`config.mk`:
```
export PLATFORM = sky130hd
export DESIGN_NAME = fifo_wr_arb
export DESIGN_NICKNAME = d
export VERILOG_FILES = /design/src/rtl/fifo_wr_arb.sv
export SDC_FILE = /design/constraint.sdc
export NUM_CORES = 1
export LEC_CHECK = 0
export ABC_AREA = 1
export CORE_ASPECT_RATIO = 2
export CORE_UTILIZATION = 37
export CTS_CLUSTER_DIAMETER = 100
export DETAILED_ROUTE_END_ITERATION = 10
export PLACE_DENSITY = 0.72
export SYNTH_ARGS = -nofsm -noshare
export SYNTH_HDL_FRONTEND = slang
export SYNTH_SLANG_ARGS = --single-unit
```
`constraint.sdc`:
```
create_clock -name clk -period 3.75 [get_ports clk]
set_input_delay 0.5625 -clock clk [delete_from_list [all_inputs] [get_ports clk]]
set_output_delay 0.5625 -clock clk [all_outputs]
set_load 0.01 [all_outputs]
```
`src/rtl/fifo_wr_arb.sv`:
```
// Round-robin write arbiter feeding a shared syn_fifo, with burst limiting,
// credit-based back-pressure (level) and a sticky FIFO error flag.
module fifo_wr_arb #(
    parameter int NUM_REQ    = 4,
    parameter int DATA_WIDTH = 8,
    parameter int FIFO_SIZE  = 16,
    parameter int MAX_BURST  = 4,
    parameter int CNT_W      = $clog2(FIFO_SIZE) + 1
) (
    input  logic                          clk,
    input  logic                          rst,
    input  logic [NUM_REQ-1:0]            req,
    input  logic [NUM_REQ*DATA_WIDTH-1:0] req_data,
    output logic [NUM_REQ-1:0]            gnt,
    output logic                          fifo_wr_en,
    output logic [DATA_WIDTH-1:0]         fifo_wdata,
    input  logic                          fifo_rd_en,
    input  logic                          fifo_empty,
    input  logic                          fifo_full,
    input  logic                          fifo_overflow,
    output logic [CNT_W-1:0]              level,
    output logic                          err
);

    localparam int PTR_W  = (NUM_REQ > 1) ? $clog2(NUM_REQ) : 1;
    localparam int BCNT_W = $clog2(MAX_BURST + 1);

    localparam logic [CNT_W-1:0]  LVL_MAX   = CNT_W'(FIFO_SIZE);
    localparam logic [CNT_W-1:0]  LVL_WARN  = CNT_W'(FIFO_SIZE - 1);
    localparam logic [CNT_W-1:0]  CNT_ONE   = CNT_W'(1'b1);
    localparam logic [CNT_W-1:0]  CNT_ZERO  = CNT_W'(1'b0);
    localparam logic [BCNT_W-1:0] BCNT_MAX  = BCNT_W'(MAX_BURST);
    localparam logic [BCNT_W-1:0] BCNT_ONE  = BCNT_W'(1'b1);
    localparam logic [BCNT_W-1:0] BCNT_ZERO = BCNT_W'(1'b0);
    localparam logic [PTR_W-1:0]  PTR_LAST  = PTR_W'(NUM_REQ - 1);
    localparam logic [PTR_W-1:0]  PTR_ONE   = PTR_W'(1'b1);
    localparam logic [PTR_W-1:0]  PTR_ZERO  = PTR_W'(1'b0);

    typedef enum logic [0:0] {
        IDLE  = 1'b0,
        BURST = 1'b1
    } state_t;

    state_t                  state_r, state_nxt_s;
    logic [PTR_W-1:0]        rr_ptr_r, rr_ptr_nxt_s;
    logic [PTR_W-1:0]        owner_r, owner_nxt_s;
    logic [PTR_W-1:0]        gnt_idx_s;
    logic [BCNT_W-1:0]       bcnt_r, bcnt_nxt_s;
    logic [CNT_W-1:0]        level_r;
    logic                    err_r;
    logic                    wr_en_r;
    logic [DATA_WIDTH-1:0]   wdata_r;
    logic [NUM_REQ-1:0]      gnt_s;
    logic [PTR_W:0]          pick_s;
    logic                    credit_ok_s;
    logic                    accept_s;
    logic                    drain_s;

    // Returns {valid, index} of the first requester at or after ptr (wrapping).
    // Scanning from the far end lets the nearest hit overwrite earlier ones.
    function automatic logic [PTR_W:0] rr_pick(input logic [NUM_REQ-1:0] r,
                                               input logic [PTR_W-1:0]   ptr);
        logic [PTR_W:0]   res;
        logic [PTR_W-1:0] cand;
        res = {(PTR_W+1){1'b0}};
        for (int k = NUM_REQ - 1; k >= 0; k--) begin
            cand = PTR_W'((int'(ptr) + k) % NUM_REQ);
            if (r[cand]) begin
                res = {1'b1, cand};
            end else begin
                res = res;
            end
        end
        return res;
    endfunction

    assign credit_ok_s = (level_r < LVL_MAX) && !fifo_full;
    assign gnt         = gnt_s & {NUM_REQ{rst}};
    assign accept_s    = |(gnt & req);
    assign drain_s     = fifo_rd_en && !fifo_empty;

    // Next-state and grant decode; a burst release cycle never grants.
    always_comb begin
        state_nxt_s  = state_r;
        rr_ptr_nxt_s = rr_ptr_r;
        owner_nxt_s  = owner_r;
        bcnt_nxt_s   = bcnt_r;
        gnt_idx_s    = owner_r;
        gnt_s        = {NUM_REQ{1'b0}};
        pick_s       = rr_pick(req, rr_ptr_r);
        case (state_r)
            IDLE: begin
                if (credit_ok_s && pick_s[PTR_W]) begin
                    gnt_idx_s               = pick_s[PTR_W-1:0];
                    gnt_s[pick_s[PTR_W-1:0]] = 1'b1;
                    owner_nxt_s             = pick_s[PTR_W-1:0];
                    bcnt_nxt_s              = BCNT_ONE;
                    state_nxt_s             = BURST;
                end else begin
                    state_nxt_s = IDLE;
                end
            end
            BURST: begin
                if (!req[owner_r] || (bcnt_r == BCNT_MAX)) begin
                    state_nxt_s  = IDLE;
                    rr_ptr_nxt_s = (owner_r == PTR_LAST) ? PTR_ZERO : owner_r + PTR_ONE;
                    bcnt_nxt_s   = BCNT_ZERO;
                end else if (credit_ok_s) begin
                    gnt_s[owner_r] = 1'b1;
                    bcnt_nxt_s     = bcnt_r + BCNT_ONE;
                end else begin
                    state_nxt_s = BURST;
                end
            end
            default: begin
                state_nxt_s = IDLE;
            end
        endcase
    end

    // Arbitration state registers.
    always_ff @(posedge clk or negedge rst) begin
        if (!rst) begin
            state_r  <= IDLE;
            rr_ptr_r <= PTR_ZERO;
            owner_r  <= PTR_ZERO;
            bcnt_r   <= BCNT_ZERO;
        end else begin
            state_r  <= state_nxt_s;
            rr_ptr_r <= rr_ptr_nxt_s;
            owner_r  <= owner_nxt_s;
            bcnt_r   <= bcnt_nxt_s;
        end
    end

    // Credit counter: counts a beat as soon as it is accepted, not when written.
    always_ff @(posedge clk or negedge rst) begin
        if (!rst) begin
            level_r <= CNT_ZERO;
        end else begin
            case ({accept_s, drain_s})
                2'b10:   level_r <= level_r + CNT_ONE;
                2'b01:   level_r <= (level_r == CNT_ZERO) ? level_r : level_r - CNT_ONE;
                default: level_r <= level_r;
            endcase
        end
    end

    // Sticky error: overflow, or FIFO claims full while credit says otherwise.
    always_ff @(posedge clk or negedge rst) begin
        if (!rst) begin
            err_r <= 1'b0;
        end else if (fifo_overflow || (fifo_full && (level_r < LVL_WARN))) begin
            err_r <= 1'b1;
        end else begin
            err_r <= err_r;
        end
    end

    // Registered write port toward the FIFO; data holds between beats.
    always_ff @(posedge clk or negedge rst) begin
        if (!rst) begin
            wr_en_r <= 1'b0;
            wdata_r <= {DATA_WIDTH{1'b0}};
        end else begin
            wr_en_r <= accept_s;
            if (accept_s) begin
                wdata_r <= req_data[int'(gnt_idx_s)*DATA_WIDTH +: DATA_WIDTH];
            end else begin
                wdata_r <= wdata_r;
            end
        end
    end

    assign fifo_wr_en = wr_en_r;
    assign fifo_wdata = wdata_r;
    assign level      = level_r;
    assign err        = err_r;

    fifo_wr_arb_chk #(
        .NUM_REQ  (NUM_REQ),
        .FIFO_SIZE(FIFO_SIZE),
        .CNT_W    (CNT_W)
    ) u_chk (
        .clk      (clk),
        .rst      (rst),
        .req      (req),
        .gnt      (gnt),
        .level    (level_r),
        .fifo_full(fifo_full)
    );

endmodule

// Invariants of the arbiter: grant shape, credit gating and level bound.
module fifo_wr_arb_chk #(
    parameter int NUM_REQ   = 4,
    parameter int FIFO_SIZE = 16,
    parameter int CNT_W     = $clog2(FIFO_SIZE) + 1
) (
    input logic               clk,
    input logic               rst,
    input logic [NUM_REQ-1:0] req,
    input logic [NUM_REQ-1:0] gnt,
    input logic [CNT_W-1:0]   level,
    input logic               fifo_full
);

    localparam logic [CNT_W-1:0] LVL_MAX = CNT_W'(FIFO_SIZE);

    a_gnt_onehot: assert property (@(posedge clk) disable iff (!rst) $onehot0(gnt))
        else $error("gnt not one-hot");
    a_gnt_req: assert property (@(posedge clk) disable iff (!rst) ((gnt & ~req) == {NUM_REQ{1'b0}}))
        else $error("gnt without req");
    a_gnt_credit: assert property (@(posedge clk) disable iff (!rst)
        (|gnt) |-> ((level < LVL_MAX) && !fifo_full))
        else $error("gnt without credit");
    a_level_max: assert property (@(posedge clk) disable iff (!rst) (level <= LVL_MAX))
        else $error("level above FIFO_SIZE");

endmodule

```
==> summary.md, run 1 <==
| Metric | Value |
|---|---|
| Status | finished, final reports clean |
| Drt wl/cell | 13.6 um |
| Hold Fails Final Rpt | 0 |
| Post-synth top cells | nand2_1 (92), nor2_1 (30), inv_1 (26) |
| Power per cell area | 696 mW/mm^2 |
| Core ar. | 0.00491 mm^2 |
| Gp weighted congestion | 0.904 |
| Sequential area share after synthesis | 30.1% |
| Drt initial violations | 51 |
| Leading area contributor after synthesis | dfrtp_1 |
| Adder-Cell Fraction of Synth Area | 6.93% |
| Syn Inst Count | 280 |
| Overall power | 1.82 mW |
| Die Wd | 52.8 um |
| Gr ovfl total | 0 |
| Max FO, Critical Path | 5 |
| Max Slew Vio Count | 0 |
| Mux share of post-synthesis cell area | 0% |
| Worst Clk Skew | 5.16 ps |
| Max Cap Violations | 0 |
| Final HPWL DP | 4.34 mm |
| Pin count of the biggest net entering global routing | 18 |
| Synth top area share | 30.1% |
| Worst slew pin tran | 624 ps |
| Tcrit/Tclk final | 93.8% |
| Layout cells sized above 1 | 10.2% |
| Total GRT Usage | 21.2% |
| Arrival @ worst endpoint | 3680 ps |
| Post-synthesis net count | 332 |
| CP endpoint kind | flop |
| Mean area per synthesized cell | 6.83 um^2 |
| Num CTS Buffers | 3 |
| Synth Register Bits | 23 |
| Main combinational cell family by area after synthesis | simple AND/OR/NAND/NOR gates |
| Ys async rst share | 100% |
| Antenna cells | 0 |
| HP Class | flop to flop |
| Die area | 0.00548 mm^2 |
| Clock Tree Root | clkbuf_8 |
| CP Class | primary input to flop |
| Ranking of synthesized cells by area | dfrtp_1 (30%), nand2_1 (18%), ha_1 (5.9%) |
| Filler Cell Count | 508 |
| EDFF count, synth | 0 |
| Chip height | 104 um |
| Post-synthesis compound-gate area fraction | 15.0% |
| Leading cell type by number of instances after synthesis | nand2_1 |
| RSZ-0062 raised after global routing | false |
| Area growth, synth to finish | 36.8% |
| Top_reg_cell synth | dfrtp_1 |
| Starting Density | 39.0% |
| Number of global-route vias before repair | 2,031 |
| CTS H-Tree Depth | 1 |
| Required time worst endpoint | 3920 ps |
| I/O pin count | 61 |
| Antenna viol nets, final | 0 |
| Synth Cell Area | 0.00191 mm^2 |
| Ys Warns | 0 |
| Row count | 36 |
| Synth cell types | 32 |
| CTS tree | built |
| Port bufs | 60 |
| Placement Setup Slack | -113 ps |
| Peak supply drop | 634 uV |
| Global-route wire length before repair | 8.82 mm |
| Worst setup SP type | primary input |
| Worst skew pair latency | 270 ps |
| Nets | 395 |
| Max Root-Sink Buffers | 2 |
| Via count | 2,054 |
| Rel. slew slack | 58.4% |
| Fin worst setup slack | 234 ps |
| Leak | 1.28 nW |
| Initial antenna violation count | 0 |
| Fraction of the mapped netlist area in simple logic gates | 37.3% |
| Final core occ | 53.3% |
| Post-CTS Hold Fix Bufs | 0 |
| XOR/XNOR share of the synthesized area | 2.22% |
| CTS Sinks | 23 |
| DRC | 0 |
| Fmax achieved | 284 MHz |
| DR pass1 iterations | 5 |
| Clock transition at path regs | 80 ps |
| Tmin final | 3520 ps |
| Routed vias/inst | 5.15 |
| Wirelength, routed | 5.44 mm |
| Final setup fails | 0 |
==> worst max-delay path, stage by stage <==
cell             delay, ps
clkdlybuf4s50_1        600
inv_1                   90
a21oi_1                130
o21ai_0                 90
nand2_1                 90
nand3_1                120
nor2_2                 220
nand2_1                140
nand2_1                100
nand3_2                 80
nand2_4                140
inv_2                   50
nand2_4                 60
nor2_2                  50
ha_1                   330
a21o_1                 190
a31oi_1                230
inv_1                   90
nand3_1                100
nand3_1                 90
nand2_1                 70
inv_1                   30
==> layout by cell type, fill, tap and decap left out, drive strengths merged <==
cell type / n
a31oi: 2
nor2: 31
clkbuf: 4
dfrtp: 23
ha: 9
o22ai: 8
buf: 2
o41ai: 1
a21oi: 10
nor3: 2
nand3: 19
a21o: 1
nand2: 102
o31ai: 1
xor2: 2
inv: 33
clkdlybuf4s50: 60
nand4: 2
clkinv: 1
fa: 1
a311o: 1
xnor2: 2
o21ai: 25
==> repair_timing <==
item,CTS,global route
gates resized for setup,0,2
setup endpoints to repair,0,1
setup buffers,0,0
==> final timing paths <==
| path | start | slack [ps] | to | depth (start not counted) |
|---|---|---|---|---|
| worst max-delay path | req[1] | 230 | level[4] | 22 |
| worst min-delay path | fifo_wdata[7] | 480 | fifo_wdata[7] | 2 |
| worst max register to register | rr_ptr_r[0] | 400 | level[4] | 22 |
| worst min register to register | fifo_wdata[7] | 480 | fifo_wdata[7] | 2 |
| max in group asynchronous | rst | 2440 | rr_ptr_r[0] | 2 |
| min in group asynchronous | rst | 670 | fifo_wdata[0] | 1 |
==> state kept, by name, summed over array words and instances (netlist names) <==
register,cells
state_r,1
owner_r,2
bcnt_r,3
err,1
fifo_wdata,8
level,5
fifo_wr_en,1
rr_ptr_r,2
==> kinds of logic after synthesis <==
| logic type | count (synthesis) |
|---|---|
| xor+xnor | 4 |
| buf+inv | 38 |
| flops | 23 |
| simple gates | 156 |
| compound gates | 49 |
| fa+ha+maj | 10 |
==> power breakdown <==
group	switching [mW]	internal, mW
sequential	0.128	0.351
clock	0.0789	0.0759
combinational	0.704	0.481
==> area by class of cell <==
| type | count | area, um^2 | share of cell area, % |
|---|---|---|---|
| timing repair buffer | 62 | 616 | 23.5 |
| sequential | 23 | 576 | 22.0 |
| inverter | 34 | 129 | 4.93 |
| multi-input combinational | 219 | 1180 | 45.1 |
| tap | 57 | 71.3 | 2.73 |
| clock buffer | 4 | 45.0 | 1.72 |
==> per-stage QoR <==
stage | std cells | area [um^2] | hold slack [ps] | TNS, ps
after global routing | 399 | 2620 | 525 | 0
after CTS | 399 | 2610 | 493 | 0
after detailed placement | 395 | 2570 | 472 | -113
after floorplan | 280 | 1910 | 267 | 0
final | 399 | 2620 | 485 | 0
after global placement | 395 | 2570 | 464 | -35.2
==> per-layer routing <==
layer / share of wire [%] / routed length (um) / vias up / track usage, %
met5: 0 / 0 / - / 0
met2: 57 / 3090 / 69 / 39.8
met1: 36 / 1960 / 939 / 22.0
met3: 4.3 / 235 / 14 / 2.06
met4: 2.7 / 148 / 0 / 8.65
li1: - / - / 1032 / -
Note: power is estimated with default switching activity, not from simulation.
==> run 2: changes to the inputs <==
- SKIP_LAST_GASP: not set -> 1
==> results of run 2 <==
Same layout as run 1: the final DEF is identical, and so are final timing and power.
